==> src/rtl/traffic_phase_scheduler_if.sv <==
// Signal bundle between the intersection controller and its lamp/sensor side.
// The master drives the run enable and the requests. The slave (the scheduler) drives the lamps, phase and timer.
interface traffic_phase_scheduler_if #(
   parameter int CW = 12
);
   logic          start;
   logic          c;
   logic          ped_req;
   logic          HG;
   logic          HY;
   logic          HR;
   logic          FG;
   logic          FY;
   logic          FR;
   logic          walk;
   logic [2:0]    phase;
   logic [CW-1:0] timer;

   modport master (
      output start, c, ped_req,
      input  HG, HY, HR, FG, FY, FR, walk, phase, timer
   );

   modport slave (
      input  start, c, ped_req,
      output HG, HY, HR, FG, FY, FR, walk, phase, timer
   );
endinterface

==> src/rtl/traffic_phase_scheduler.sv <==
// Highway/farm-road phase scheduler: one FSM with one shared down-counter for all phase durations.
// Optional pedestrian phase (ped_pend flag + PWALK) is compiled in with `define TRAFFIC_PED_REQ_EN.
module traffic_phase_scheduler #(
   parameter int CW    = 12,
   parameter int LONG  = 10,
   parameter int SHORT = 5,
   parameter int WALK  = 8
) (
   input  logic                      clk,
   input  logic                      reset,
   traffic_phase_scheduler_if.slave  bus
);

   typedef enum logic [2:0] {
      IDLE  = 3'd0,
      HGRN  = 3'd1,
      HYEL  = 3'd2,
      FGRN  = 3'd3,
      FYEL  = 3'd4,
      PWALK = 3'd5
   } state_t;

   localparam logic [CW-1:0] LONG_LD  = CW'(LONG - 1);
   localparam logic [CW-1:0] SHORT_LD = CW'(SHORT - 1);
   localparam logic [CW-1:0] WALK_LD  = CW'(WALK - 1);

   state_t        state_q, state_d;
   logic [CW-1:0] timer_q, timer_d;
   logic          expired;
   logic          ped_pend;

   assign expired = (timer_q == '0);

`ifdef TRAFFIC_PED_REQ_EN
   logic ped_pend_q, ped_pend_d;

   // Clearing on PWALK entry wins over a request on the same edge: that request is served.
   always_comb begin
      ped_pend_d = ped_pend_q;
      if (!bus.start || (state_d == PWALK && state_q != PWALK))
         ped_pend_d = 1'b0;
      else if (bus.ped_req)
         ped_pend_d = 1'b1;
   end

   always_ff @(posedge clk or negedge reset) begin
      if (!reset) ped_pend_q <= 1'b0;
      else        ped_pend_q <= ped_pend_d;
   end

   assign ped_pend = ped_pend_q;
`else
   logic unused_ped_req;
   assign unused_ped_req = bus.ped_req;
   assign ped_pend       = 1'b0;
`endif

   always_comb begin
      state_d = state_q;
      if (!bus.start) begin
         state_d = IDLE;
      end else begin
         case (state_q)
            IDLE:  state_d = HGRN;
            HGRN:  if (expired && (bus.c || ped_pend)) state_d = HYEL;
            HYEL:  if (expired) state_d = ped_pend ? PWALK : (bus.c ? FGRN : HGRN);
            FGRN:  if (expired || !bus.c || ped_pend) state_d = FYEL;
            FYEL:  if (expired) state_d = ped_pend ? PWALK : HGRN;
            PWALK: if (expired) state_d = bus.c ? FGRN : HGRN;
            default: state_d = IDLE;
         endcase
      end
   end

   // Every phase change reloads the shared counter; otherwise it counts down and parks at zero.
   always_comb begin
      timer_d = timer_q;
      if (!bus.start) begin
         timer_d = '0;
      end else if (state_d != state_q) begin
         case (state_d)
            HGRN, FGRN: timer_d = LONG_LD;
            HYEL, FYEL: timer_d = SHORT_LD;
            PWALK:      timer_d = WALK_LD;
            default:    timer_d = '0;
         endcase
      end else if (!expired) begin
         timer_d = timer_q - 1'b1;
      end
   end

   always_ff @(posedge clk or negedge reset) begin
      if (!reset) begin
         state_q <= IDLE;
         timer_q <= '0;
      end else begin
         state_q <= state_d;
         timer_q <= timer_d;
      end
   end

   always_comb begin
      bus.HG = 1'b0;
      bus.HY = 1'b0;
      bus.HR = 1'b0;
      bus.FG = 1'b0;
      bus.FY = 1'b0;
      bus.FR = 1'b0;
      case (state_q)
         HGRN:    begin bus.HG = 1'b1; bus.FR = 1'b1; end
         HYEL:    begin bus.HY = 1'b1; bus.FR = 1'b1; end
         FGRN:    begin bus.HR = 1'b1; bus.FG = 1'b1; end
         FYEL:    begin bus.HR = 1'b1; bus.FY = 1'b1; end
         default: begin bus.HR = 1'b1; bus.FR = 1'b1; end
      endcase
   end

`ifdef TRAFFIC_PED_REQ_EN
   assign bus.walk = (state_q == PWALK);
`else
   assign bus.walk = 1'b0;
`endif

   assign bus.phase = state_q;
   assign bus.timer = timer_q;

endmodule

==> src/flat_wrapper.sv <==
// flat-port wrapper written by rule: the top's interface ports become plain ports
module traffic_phase_scheduler_flat 
#(
   parameter int CW    = 12,
   parameter int LONG  = 10,
   parameter int SHORT = 5,
   parameter int WALK  = 8
)
  (clk, reset, bus_start, bus_c, bus_ped_req, bus_HG, bus_HY, bus_HR, bus_FG, bus_FY, bus_FR, bus_walk, bus_phase, bus_timer);
  traffic_phase_scheduler_if #(.CW(CW)) bus_i ();
  input  logic clk;
  input  logic reset;
  input wire logic [$bits(bus_i.start)-1:0] bus_start;
  input wire logic [$bits(bus_i.c)-1:0] bus_c;
  input wire logic [$bits(bus_i.ped_req)-1:0] bus_ped_req;
  output wire logic [$bits(bus_i.HG)-1:0] bus_HG;
  output wire logic [$bits(bus_i.HY)-1:0] bus_HY;
  output wire logic [$bits(bus_i.HR)-1:0] bus_HR;
  output wire logic [$bits(bus_i.FG)-1:0] bus_FG;
  output wire logic [$bits(bus_i.FY)-1:0] bus_FY;
  output wire logic [$bits(bus_i.FR)-1:0] bus_FR;
  output wire logic [$bits(bus_i.walk)-1:0] bus_walk;
  output wire logic [$bits(bus_i.phase)-1:0] bus_phase;
  output wire logic [$bits(bus_i.timer)-1:0] bus_timer;
  assign bus_i.start = bus_start;
  assign bus_i.c = bus_c;
  assign bus_i.ped_req = bus_ped_req;
  assign bus_HG = bus_i.HG;
  assign bus_HY = bus_i.HY;
  assign bus_HR = bus_i.HR;
  assign bus_FG = bus_i.FG;
  assign bus_FY = bus_i.FY;
  assign bus_FR = bus_i.FR;
  assign bus_walk = bus_i.walk;
  assign bus_phase = bus_i.phase;
  assign bus_timer = bus_i.timer;
  traffic_phase_scheduler #(.CW(CW), .LONG(LONG), .SHORT(SHORT), .WALK(WALK)) u_core (.clk(clk), .reset(reset), .bus(bus_i));
endmodule
==> config.mk <==
export PLATFORM = sky130hd
export DESIGN_NAME = traffic_phase_scheduler_flat
export DESIGN_NICKNAME = d
export VERILOG_FILES = /design/src/rtl/traffic_phase_scheduler_if.sv /design/src/rtl/traffic_phase_scheduler.sv /design/src/flat_wrapper.sv
export SDC_FILE = /design/constraint.sdc
export NUM_CORES = 1
export LEC_CHECK = 0
export CAP_MARGIN = 20
export CELL_PAD_IN_SITES_DETAIL_PLACEMENT = 0
export CELL_PAD_IN_SITES_GLOBAL_PLACEMENT = 1
export CORE_MARGIN = 5
export CORE_UTILIZATION = 34
export CTS_BUF_LIST = sky130_fd_sc_hd__clkbuf_16
export CTS_CLUSTER_DIAMETER = 30
export DETAILED_ROUTE_END_ITERATION = 7
export PLACE_DENSITY = 0.8
export SLEW_MARGIN = 20
export SYNTH_ARGS = -nofsm -noshare
export SYNTH_HDL_FRONTEND = slang
export SYNTH_SLANG_ARGS = --single-unit
==> constraint.sdc <==
create_clock -name clk -period 2.66 [get_ports clk]
set_input_delay 0.266 -clock clk [delete_from_list [all_inputs] [get_ports clk]]
set_output_delay 0.266 -clock clk [all_outputs]
set_load 0.01 [all_outputs]
==> flow_metrics.py, run 1 <==
metrics = {
    "placement": {
        "detailedPlacementHpwl_um": 1710,
        "gp_congestion": 0.816,
        "buffer_ports.inserted": 24,
        "preCtsSetupSlack_ps": 240,
    },
    "clock_tree": {
        "cts.repair_timing.setup_buffer_count": 0,
        "resized_cells_post_cts": 0,
        "clk_path_buf_depth": 2,
        "total_clock_buffers_created_by_cts": 3,
        "cts_tree": "built",
        "htreeDepth": 1,
        "clock_slew_at_reported_path_ffs_ps": 50,
        "cts.sink_count": 15,
        "cts_hold_buf": 0,
        "clk_latency_ps": 250,
        "master_cell_of_the_clock_root_buffer": "sky130_fd_sc_hd__clkbuf_16",
    },
    "logic_synthesis": {
        "seq_area_frac_synth": 0.392,
        "yosysUniqueCellTypes": 41,
        "syn_area_per_cell_um2": 9.03,
        "ys_async_sr_fraction": 1.00,
        "postSynthNetCount": 112,
        "synthesis.instances": 106,
        "synth_ff_type": "sky130_fd_sc_hd__dfrtp_1",
        "ys.warnings.count": 0,
        "synth_area_um2": 957,
        "synth_seq_cells": 15,
        "synth_edf_count": 0,
    },
    "grt": {
        "globalRouteTotalUtil": 0.124,
        "grt_first_pass_wirelength_um": 4090,
        "grt.overflow.total": 0,
        "grt_start_max_net_pins": 16,
        "first_global_vias": 899,
        "initial_antenna_violation_count": 0,
    },
    "drt": {
        "wire_per_inst_um": 14.1,
        "met1Wirelength_um": 1080,
        "first_pass_iters": 5,
        "drt_first_iter_violations": 31,
        "dr_wl_met2_um": 1020,
        "topRoutingLayerUsed": "met4",
        "drtAntennaViolNets": 0,
        "route.final.wire_length_um": 2290,
        "vias_per_cell": 5.71,
        "routed-wl-met3_um": 161,
        "detailroute.via_count": 930,
        "post-route-drc-count": 0,
    },
    "worst_setup_path": {
        "cp.arrival_ps": 2540,
        "cp-end-kind": "flip-flop",
        "cp_max_fo": 13,
        "worst_ep_required_time_ps": 2770,
        "regToRegSetupSlack_ps": 230,
        "worstSetupStartpointType": "flip-flop",
        "timing_worst_setup_path_type": "reg -> reg",
    },
    "die": {
        "floorplan.io_pins": 27,
        "initial_utilization": 0.350,
        "chipWidth_um": 63.1,
        "die-height_um": 63.1,
        "die_area_mm2": 0.00398,
        "std_cell_rows": 19,
        "floorplan.core_area_mm2": 0.00273,
    },
    "pwr": {
        "power.density_mw_per_mm2": 1190,
        "power_leakage_nw": 0.555,
        "ir_drop_mv": 0.720,
    },
    "timing": {
        "fmax_ghz": 0.412,
        "final_setup_fails": 0,
        "hold_viol_final": 0,
        "worst-slew-pin-transition_ps": 685,
        "slew_viol_final": 0,
        "setup_slack_ps": 232,
        "finalCritPeriodShare": 0.913,
        "worst_clock_skew_ps": 4.55,
        "timing.setup.tns_ps": 0,
        "slew-limit-headroom": 0.542,
        "fin_crit_ps": 2430,
        "rsz0062_at_grt": "no",
    },
    "outcome": {
        "outcome": "complete, no violations",
    },
    "job": {
        "maxCapViolCount": 0,
    },
    "cells_and_area": {
        "fraction_of_layout_cells_with_a_size_suffix_above_1": 0.114,
        "area_growth_pct": 37.6,
        "num_antenna_cells": 0,
        "nets": 139,
    },
    "min_path": {
        "hp-class": "in -> async",
    },
}
## kinds of logic after synthesis
group	synth area share
AO/OA/AOI/OAI	0.225
XOR/XNOR	0.0366
adder cells (fa/ha/maj)	0.0131
buffers and inverters	0.0536
flip-flops	0.392
multiplexers	0.0209
other	0.00392
AND/OR/NAND/NOR	0.255
## critical path: stages, from the launching register on
cell and delay [ps]:
sky130_fd_sc_hd__dfrtp_1 410, sky130_fd_sc_hd__inv_1 70, sky130_fd_sc_hd__ha_1 150, sky130_fd_sc_hd__or3b_2 480
sky130_fd_sc_hd__or4_4 600, sky130_fd_sc_hd__o311ai_1 420, sky130_fd_sc_hd__o211ai_1 160
## area by class of cell
class	count	area (um^2)
Clock inverter	1	5.00
Clock buffer	3	75.1
Inverter	6	22.5
Timing Repair Buffer	28	270
Multi-Input combinational cell	79	531
Tap cell	31	38.8
Fill cell	264	1420
Sequential cell	15	375
## routing by layer
| layer | GRT usage | vias to the layer above |
|---|---|---|
| li1 | - | 444 |
| met1 | 0.163 | 443 |
| met2 | 0.188 | 37 |
| met3 | 0.0409 | 6 |
| met4 | 0.0477 | 0 |
| met5 | 0 | - |
## where the power goes
group | switching [W] | leakage, nW | total, W | internal [W]
Combinational | 0.000443 | 0.312 | 0.000893 | 0.000450
Clock | 0.0000908 | 0.0409 | 0.000291 | 0.000201
Sequential | 0.0000904 | 0.202 | 0.000382 | 0.000292
## path summary, 6_finish.rpt
path / startpoint / end / cells past startpoint
setup / recovery: u_core.bus.timer[1] / u_core.bus.timer[0] / 6
hold / removal: reset / u_core.bus.timer[8] / 1
setup reg to reg: u_core.bus.timer[1] / u_core.bus.timer[0] / 6
hold reg to reg: u_core.bus.timer[6] / u_core.bus.timer[6] / 2
max in group asynchronous: reset / u_core.bus.phase[1] / 1
min in group clk: u_core.bus.timer[6] / u_core.bus.timer[6] / 2
## state kept, by name, summed over array words and instances (netlist names)
register and flops:
u_core.bus.timer 12, u_core.bus.phase 3
## synth_stat cells (all sizes together), types with 2 or more instances
cell type / number / area share
a2111oi: 2 / 0.018
a21oi: 6 / 0.031
a31oi: 2 / 0.029
and2: 2 / 0.013
buf: 3 / 0.018
clkbuf: 3 / 0.012
dfrtp: 15 / 0.39
inv: 6 / 0.024
mux2i: 2 / 0.021
nand2b: 2 / 0.013
nand3: 2 / 0.010
nor2: 13 / 0.051
nor2b: 2 / 0.013
nor3: 2 / 0.010
nor4: 2 / 0.013
o211ai: 2 / 0.016
o21ai: 6 / 0.031
o31ai: 4 / 0.031
or2: 2 / 0.013
or3: 2 / 0.013
or4: 7 / 0.059
xnor2: 2 / 0.018
xor2: 2 / 0.018
## placed cells by master (no fill, tap or decap), types with 3 or more instances in the layout
cell type | Yosys | routed
sky130_fd_sc_hd__clkdlybuf4s50_1 | 0 | 24
sky130_fd_sc_hd__dfrtp_1 | 15 | 15
sky130_fd_sc_hd__nor2_1 | 13 | 13
sky130_fd_sc_hd__or4_1 | 6 | 6
sky130_fd_sc_hd__inv_1 | 6 | 6
sky130_fd_sc_hd__o21ai_0 | 6 | 6
sky130_fd_sc_hd__a21oi_1 | 6 | 6
sky130_fd_sc_hd__o31ai_1 | 4 | 4
sky130_fd_sc_hd__buf_4 | 1 | 4
sky130_fd_sc_hd__clkbuf_16 | 0 | 3
## through the flow
step	cell area (um^2)	hold WS (ps)	power, W	instances	util
floorplan	957	-29.6	0.000946	106	-
global placement	1240	551	0.00127	159	0.453
detailed placement	1240	560	0.00128	159	0.453
CTS	1320	478	0.00158	163	0.482
global route	1320	518	0.00169	163	0.482
finish	1320	439	0.00157	163	0.482
Note: power is estimated with default switching activity, not from simulation.
==> run 2: changes to the inputs <==
--- a/config.mk
+++ b/config.mk
@@ -9,11 +9,11 @@
 export CELL_PAD_IN_SITES_DETAIL_PLACEMENT = 0
 export CELL_PAD_IN_SITES_GLOBAL_PLACEMENT = 1
 export CORE_MARGIN = 5
-export CORE_UTILIZATION = 34
+export CORE_UTILIZATION = 35
 export CTS_BUF_LIST = sky130_fd_sc_hd__clkbuf_16
 export CTS_CLUSTER_DIAMETER = 30
 export DETAILED_ROUTE_END_ITERATION = 7
-export PLACE_DENSITY = 0.8
+export PLACE_DENSITY = 0.82
 export SLEW_MARGIN = 20
 export SYNTH_ARGS = -nofsm -noshare
 export SYNTH_HDL_FRONTEND = slang
==> constraint.sdc (replaced) <==
create_clock -name clk -period 3 [get_ports clk]
set_input_delay 0.3 -clock clk [delete_from_list [all_inputs] [get_ports clk]]
set_output_delay 0.3 -clock clk [all_outputs]
set_load 0.01 [all_outputs]
==> flow_metrics.py, run 2 (synthesis gave the netlist of run 1 again) <==
metrics = {
    "pwr": {
        "pwr-share-comb": 0.555,
        "switching_share": 0.403,
        "clock_network_fraction_of_total_power": 0.191,
        "power.density_mw_per_mm2": 1040,
        "p_int_w": 0.000805,
        "net-switching-power_w": 0.000544,
        "power_leakage_nw": 0.540,
        "ir_drop_mv": 0.580,
        "power_w": 0.00135,
        "sequentialPowerShare": 0.254,
    },
    "worst_setup_path": {
        "cp_max_fo": 13,
        "crit_path_cell_trace": "inv_1 > ha_1 > or3b_2 > or4_4 > o311ai_1 > o211ai_1",
        "worst_r2r_start": "u_core.bus.timer[0]",
        "cp.arrival_ps": 2660,
        "critical_path.slowest_cell": "sky130_fd_sc_hd__or4_4",
        "cp-end-kind": "flip-flop",
        "slowest_delay_ps": 600,
        "timing_worst_setup_path_type": "reg -> reg",
        "rr_endpoint": "u_core.bus.timer[0]",
        "worstSetupStartpointType": "flip-flop",
        "rr_worst_depth": 6,
        "worst_ep_required_time_ps": 3110,
        "regToRegSetupSlack_ps": 450,
    },
    "cells_and_area": {
        "nets": 136,
        "area_growth_pct": 35.3,
        "fraction_of_layout_cells_with_a_size_suffix_above_1": 0.0930,
        "largest_reg_flops": 12,
        "num_antenna_cells": 0,
        "final_cell_mix": "24 x sky130_fd_sc_hd__clkdlybuf4s50_1, 15 x sky130_fd_sc_hd__dfrtp_1, 13 x sky130_fd_sc_hd__nor2_1",
        "design_area_mm2": 0.00129,
        "final_core_utilization": 0.482,
        "layout_commonest_cell": "sky130_fd_sc_hd__clkdlybuf4s50_1",
    },
    "die": {
        "std_cell_rows": 19,
        "die_area_mm2": 0.00388,
        "die-height_um": 62.3,
        "floorplan.core_area_mm2": 0.00269,
        "chipWidth_um": 62.3,
        "floorplan.io_pins": 27,
        "initial_utilization": 0.356,
    },
    "timing": {
        "hold_viol_final": 0,
        "hold_slack_ps": 464,
        "final_setup_fails": 0,
        "finalCritPeriodShare": 0.849,
        "fin_crit_ps": 2550,
        "fmax_ghz": 0.393,
        "worst_clock_skew_ps": 6.35,
        "slew_viol_final": 0,
        "worst-slew-pin-transition_ps": 669,
        "rsz0062_at_grt": "no",
        "slew-limit-headroom": 0.553,
        "timing.setup.tns_ps": 0,
    },
    "drt": {
        "first_pass_iters": 4,
        "drt_first_iter_violations": 44,
        "post-route-drc-count": 0,
        "vias_per_cell": 5.55,
        "wire_per_inst_um": 13.8,
        "detailroute.via_count": 888,
        "drtAntennaViolNets": 0,
        "route.final.wire_length_um": 2210,
    },
    "grt": {
        "grt.overflow.total": 0,
        "grt_start_max_net_pins": 16,
        "initial_antenna_violation_count": 0,
        "globalRouteTotalUtil": 0.115,
        "grt_first_pass_wirelength_um": 3800,
        "first_global_vias": 859,
    },
    "clock_tree": {
        "clk_path_buf_depth": 2,
        "cts_hold_buf": 0,
        "resized_cells_post_cts": 0,
        "htreeDepth": 1,
        "cts.repair_timing.setup_buffer_count": 0,
        "clk_latency_ps": 250,
        "total_clock_buffers_created_by_cts": 3,
        "clock_slew_at_reported_path_ffs_ps": 50,
        "cts_tree": "built",
        "master_cell_of_the_clock_root_buffer": "sky130_fd_sc_hd__clkbuf_16",
        "cts.sink_count": 15,
    },
    "outcome": {
        "outcome": "complete, no violations",
    },
    "placement": {
        "post_dp_cell_area_mm2": 0.00121,
        "gp_congestion": 0.780,
        "buffer_ports.inserted": 24,
        "detailedPlacementHpwl_um": 1590,
    },
    "min_path": {
        "hp-class": "in -> async",
    },
    "job": {
        "maxCapViolCount": 0,
    },
}
run 2: cell count changes in the layout (fill, tap and decap cells not counted), sizes merged:
cell	previous run	this run
buf	4	1
run 2: final cells by class:
cell class / instances / area (um^2)
timing repair buffer: 25 / 248
clock buffer: 3 / 75.1
inverter: 6 / 22.5
tap: 31 / 38.8
clock inverter: 1 / 5.00
fill: 263 / 1390
multi-input combinational: 79 / 531
sequential: 15 / 375
run 2: per-layer routing:
metal | routed length, um | global-route usage
met3 | 162 | 0.0414
met1 | 1030 | 0.148
met4 | 26 | 0.0398
met5 | 0 | 0
met2 | 996 | 0.176
run 2: stage by stage:
stage                     setup slack, ps  instances
after floorplan                       695        106
after global placement                473        156
after detailed placement              472        156
after CTS                             455        160
after global routing                  331        160
final                                 453        160
run 2: power groups by stage:
stage	registers (W)	logic, W	clock network [W]
CTS	0.000343	0.000753	0.000263
detailed placement	0.000346	0.000745	0
global route	0.000358	0.000822	0.000271
finish	0.000342	0.000748	0.000258
floorplan	0.000349	0.000490	0
global placement	0.000344	0.000745	0
run 2: worst max path at each step:
stage	startpoint	endpoint	slack, ps	depth (start not counted)
floorplan	u_core.bus.timer[0]	u_core.bus.timer[1]	700	7
global placement	u_core.bus.timer[0]	u_core.bus.timer[0]	470	6
detailed placement	u_core.bus.timer[0]	u_core.bus.timer[0]	470	6
CTS	u_core.bus.timer[0]	u_core.bus.timer[0]	460	6
global route	u_core.bus.timer[0]	u_core.bus.phase[1]	330	6
finish	u_core.bus.timer[0]	u_core.bus.timer[0]	450	6
run 2: worst max-delay path: cells and delay by family (launching register included):
kind,cells,cell delay [ps]
compound gates,2,580
flops,1,420
simple gates,2,1100
fa+ha+maj,1,210
buf+inv,1,100
